--- src/rtl/hazard_sequencer.sv ---
// Pipeline hazard sequencer: load-use stall insertion, branch/jump squash and
// saturating stall/flush performance counters for the IF/ID and ID/EX registers.
module hazard_sequencer #(
  parameter int unsigned LU_STALL_CYCLES = 1,
  parameter int unsigned CNT_W           = 32
) (
  input  logic             clk,
  input  logic             reset,
  input  logic [4:0]       ID_rs,
  input  logic [4:0]       ID_rt,
  input  logic             ID_UseRs,
  input  logic             ID_UseRt,
  input  logic             ID_Jump,
  input  logic             EX_MemtoReg,
  input  logic             EX_RegWr,
  input  logic [4:0]       EX_wr_reg,
  input  logic             EX_BranchTaken,
  input  logic             cnt_clr,
  output logic             PC_write,
  output logic             IF_ID_write,
  output logic             IF_ID_flush,
  output logic             ID_EX_flush,
  output logic [CNT_W-1:0] stall_cnt,
  output logic [CNT_W-1:0] flush_cnt,
  output logic             seq_state
);

  typedef enum logic {
    RUN      = 1'b0,
    LU_STALL = 1'b1
  } state_t;

  localparam logic [1:0] LU_RELOAD = 2'(LU_STALL_CYCLES - 1);

  state_t           state, state_nxt;
  logic [1:0]       down_cnt, down_cnt_nxt;
  logic             load_use;
  logic             stall_inc, flush_inc;
  logic [CNT_W-1:0] stall_cnt_q, flush_cnt_q;

  // $zero is never a real dependency, so a zero destination cannot stall.
  assign load_use = EX_MemtoReg && EX_RegWr && (EX_wr_reg != 5'd0) &&
                    ((ID_UseRs && (ID_rs == EX_wr_reg)) ||
                     (ID_UseRt && (ID_rt == EX_wr_reg)));

  // NOTE: every output of this block gets a default first so no path infers a latch.
  always_comb begin
    PC_write     = 1'b1;
    IF_ID_write  = 1'b1;
    IF_ID_flush  = 1'b0;
    ID_EX_flush  = 1'b0;
    state_nxt    = state;
    down_cnt_nxt = down_cnt;
    stall_inc    = 1'b0;
    flush_inc    = 1'b0;

    if (!reset) begin
      PC_write     = 1'b0;
      IF_ID_write  = 1'b0;
      IF_ID_flush  = 1'b1;
      ID_EX_flush  = 1'b1;
      state_nxt    = RUN;
      down_cnt_nxt = 2'd0;
    end else if (EX_BranchTaken) begin
      // The ID instruction is wrong-path, so the squash beats any stall or jump.
      IF_ID_flush  = 1'b1;
      ID_EX_flush  = 1'b1;
      flush_inc    = 1'b1;
      state_nxt    = RUN;
      down_cnt_nxt = 2'd0;
    end else begin
      unique case (state)
        RUN: begin
          if (load_use) begin
            PC_write    = 1'b0;
            IF_ID_write = 1'b0;
            ID_EX_flush = 1'b1;
            stall_inc   = 1'b1;
            if (LU_STALL_CYCLES > 1) begin
              state_nxt    = LU_STALL;
              down_cnt_nxt = LU_RELOAD;
            end
          end else if (ID_Jump) begin
            IF_ID_flush = 1'b1;
            flush_inc   = 1'b1;
          end
        end
        LU_STALL: begin
          PC_write     = 1'b0;
          IF_ID_write  = 1'b0;
          ID_EX_flush  = 1'b1;
          stall_inc    = 1'b1;
          down_cnt_nxt = down_cnt - 2'd1;
          if (down_cnt == 2'd1) state_nxt = RUN;
        end
        default: state_nxt = RUN;
      endcase
    end
  end

  // NOTE: sequential state uses non-blocking assignments only, so all registers
  // sample the same pre-edge values regardless of statement order.
  always_ff @(posedge clk) begin
    if (!reset) begin
      state    <= RUN;
      down_cnt <= 2'd0;
    end else begin
      state    <= state_nxt;
      down_cnt <= down_cnt_nxt;
    end
  end

  // Counters hold at all-ones; a clear wins over a same-cycle increment.
  always_ff @(posedge clk) begin
    if (!reset || cnt_clr) begin
      stall_cnt_q <= '0;
      flush_cnt_q <= '0;
    end else begin
      if (stall_inc && (stall_cnt_q != '1)) stall_cnt_q <= stall_cnt_q + CNT_W'(1);
      if (flush_inc && (flush_cnt_q != '1)) flush_cnt_q <= flush_cnt_q + CNT_W'(1);
    end
  end

  assign stall_cnt = stall_cnt_q;
  assign flush_cnt = flush_cnt_q;
  assign seq_state = (state == LU_STALL);

endmodule

--- config.mk ---
export PLATFORM = sky130hd
export DESIGN_NAME = hazard_sequencer
export DESIGN_NICKNAME = d
export VERILOG_FILES = /design/src/rtl/hazard_sequencer.sv
export SDC_FILE = /design/constraint.sdc
export NUM_CORES = 1
export LEC_CHECK = 0
export CAP_MARGIN = 20
export CORE_ASPECT_RATIO = 0.8
export CORE_MARGIN = 5
export CORE_UTILIZATION = 40
export CTS_BUF_LIST = sky130_fd_sc_hd__clkbuf_2
export DETAILED_ROUTE_END_ITERATION = 10
export GPL_ROUTABILITY_DRIVEN = 0
export HOLD_SLACK_MARGIN = 0.1
export PLACE_DENSITY = 0.74
export SLEW_MARGIN = 20
export SYNTH_ARGS = -nofsm -noshare
export SYNTH_HDL_FRONTEND = slang
export SYNTH_SLANG_ARGS = --single-unit
--- constraint.sdc ---
create_clock -name clk -period 3.73 [get_ports clk]
set_input_delay 0.746 -clock clk [delete_from_list [all_inputs] [get_ports clk]]
set_output_delay 0.746 -clock clk [all_outputs]
set_load 0.1 [all_outputs]
==> results.json <==
{
  "fin_nets": 549,
  "dpl_cell_area_um2": 4540,
  "criticalPathCategory": "in -> out",
  "hp-class": "reg -> reg",
  "worst_slack_ns": 0.129,
  "crit_path_end_kind": "output port",
  "dp_hpwl_mm": 7.25,
  "cts-root-buf": "clkbuf_2",
  "yosys_most_used_dff": "dfxtp_1",
  "final_area_um2": 4640,
  "core_um2": 8480,
  "post_cts_resized": 0,
  "grt_pass1_wl_mm": 16.2,
  "busiest_layer": "met2",
  "dieHeight_um": 93.6,
  "dpl.cell_count": 623,
  "synth-seq-area-share": 0.384,
  "diodes": 0,
  "antenna_found_initial": 0,
  "fin_tns_setup_ns": 0,
  "drtIter0Drc": 196,
  "worstPathMaxFanout": 9,
  "max_freq_mhz": 278,
  "drive_gt1_frac": 0.0588,
  "synth_area_leaders": "dfxtp_1, xnor2_1, nor2_1",
  "grtUsageMet2": 0.295,
  "vdd_drop_max_mv": 0.148,
  "grt_usage": 0.184,
  "max-cap-violations": 0,
  "start_util": 0.412,
  "p_per_area_nw_per_um2": 269,
  "areaGrowthSynthToFinish_pct": 32.9,
  "final_util": 0.547,
  "slew_violations": 0,
  "cp_cell_sequence": "clkdlybuf4s50_1, xor2_1, nor4_1, a32oi_1, o21ba_1, o21a_1, buf_12",
  "finalWirelength_mm": 10.0,
  "ys_ff_latch": 67,
  "synth_top_area_cell": "dfxtp_1",
  "insertion_delay_ns": 0.49,
  "layout_commonest_cell": "clkdlybuf4s50_1",
  "core.rowCount": 30,
  "drc": 0,
  "synth_edf_count": 0,
  "pre_cts_ws_ns": 0.0565,
  "synth.avg_cell_area_um2": 7.99,
  "cp.arrival_ns": 2.86,
  "cts_buffer_depth": 2,
  "fin_crit_ns": 3.60,
  "pin_count": 93,
  "synth-async-reset-ratio": 0,
  "dr.pass1.iters": 5,
  "routed_via_density": 5.63,
  "status": "complete, no violations",
  "nFillCells": 799,
  "slowest_delay_ns": 0.53,
  "synth_nets": 464,
  "relSlewSlack": 0.332,
  "fin_cells": 639,
  "cp_slowest_cell": "clkdlybuf4s50_1",
  "grt_max_degree": 35,
  "dieArea_um2": 10700,
  "vias": 3595,
  "crit_required_ns": 2.98,
  "critPathLaunchType": "input pin",
  "cts_tree": "built",
  "grt_pass1_vias": 3349,
  "cts_setup_buffers": 0,
  "synth_cell_types": 44,
  "syn-instance-count": 437,
  "finalSetupViolations": 0,
  "syn-cell-area_um2": 3490,
  "wire_per_inst_um": 15.7,
  "portBuffers": 92,
  "power_leakage_uw": 0.00141,
  "yosysWarnings": 0,
  "timing.final.hold_violations": 0,
  "die_x_um": 114,
  "max_slew.worst_pin.slew_ns": 0.999,
  "grt_overflow_total": 0,
  "synth_top_area_frac": 0.384,
  "finalCritPeriodShare": 0.965,
  "cts.sinks": 67,
  "final_cell_mix": "clkdlybuf4s50_1, dfxtp_1, nor2_1",
  "cts_hold_buf": 0,
  "ant_nets": 0,
  "rsz0062_at_grt": "false",
  "finalClockSkew_ns": 0.0209,
  "grt_use_met3": 0.0479,
  "cts_buffers": 9,
  "clk_pin_slew_ns": 0.19,
  "htreeDepth": 3,
  "grtUsageMet1": 0.243
}
==> synthesized netlist by cell type (all sizes together), types with 4 or more instances <==
cell type   n
o21ai      14
and3        7
nor3       22
or3        15
o31ai       5
and4        6
a31oi       4
dfxtp      67
nand4      24
nor4       15
clkbuf     20
nor3b       6
nand2      37
nor2       52
a21oi      20
xnor2      36
or4         6
xor2       10
inv         7
buf         5
nand3      27
==> cell families (layout without fill, tap and decap cells) <==
family / after synthesis / in the layout / share of synthesized area
DFF: 67 / 67 / 0.384
adders and majority gates: 3 / 3 / 0.0107
buffers and inverters: 32 / 122 / 0.0401
AOI/OAI and AO/OA: 55 / 55 / 0.0975
and+or+nand+nor: 232 / 232 / 0.346
muxes: 2 / 2 / 0.00573
xor gates and xnor gates: 46 / 46 / 0.115
==> flip-flops by register name, indices dropped and copies added, names as in the netlist <==
register / flops
stall_cnt: 32
seq_state: 1
down_cnt: 2
flush_cnt: 32
==> cell type report <==
class	count	area [um^2]	area share
Sequential cell	67	1340	0.289
Clock inverter	7	58.8	0.0127
Timing Repair Buffer	99	1010	0.218
Multi-Input combinational cell	338	2020	0.435
Clock buffer	9	45.0	0.00971
Inverter	7	26.3	0.00566
Tap cell	112	140	0.0302
==> per-layer routing <==
| layer | share of wire | up-vias |
|---|---|---|
| li1 | - | 1752 |
| met1 | 0.46 | 1715 |
| met2 | 0.47 | 120 |
| met3 | 0.067 | 8 |
| met4 | 0.0097 | 0 |
| met5 | 0 | - |
==> per-stage QoR <==
stage / hold WS, ns / total power (uW)
2_1_floorplan: 0.460 / 799
3_3_place_gp: 0.475 / 850
3_5_place_dp: 0.486 / 852
4_1_cts: 0.511 / 1260
5_1_grt: 0.526 / 1300
6_report: 0.511 / 1250
==> worst max-delay path: cells and delay by family <==
kind / cells / cell delay (ns)
buf+inv: 2 / 0.74
simple gates: 1 / 0.08
xor+xnor: 1 / 0.19
compound gates: 3 / 1.09
==> power breakdown <==
| part | internal (uW) | switching [uW] |
|---|---|---|
| Combinational | 46.5 | 71.8 |
| Sequential | 718 | 1.56 |
| Clock | 146 | 263 |
| Total | 910 | 337 |
==> worst paths after layout <==
kind	from	to	slack [ns]	depth (start not counted)
max	EX_wr_reg[1]	IF_ID_write	0.13	7
min	stall_cnt[1]$_SDFFE_PP0P_	stall_cnt[1]$_SDFFE_PP0P_	0.51	2
max reg2reg	stall_cnt[18]$_SDFFE_PP0P_	stall_cnt[23]$_SDFFE_PP0P_	0.95	7
min reg2reg	stall_cnt[1]$_SDFFE_PP0P_	stall_cnt[1]$_SDFFE_PP0P_	0.51	2
No activity file was read; power rests on OpenSTA's default activity.
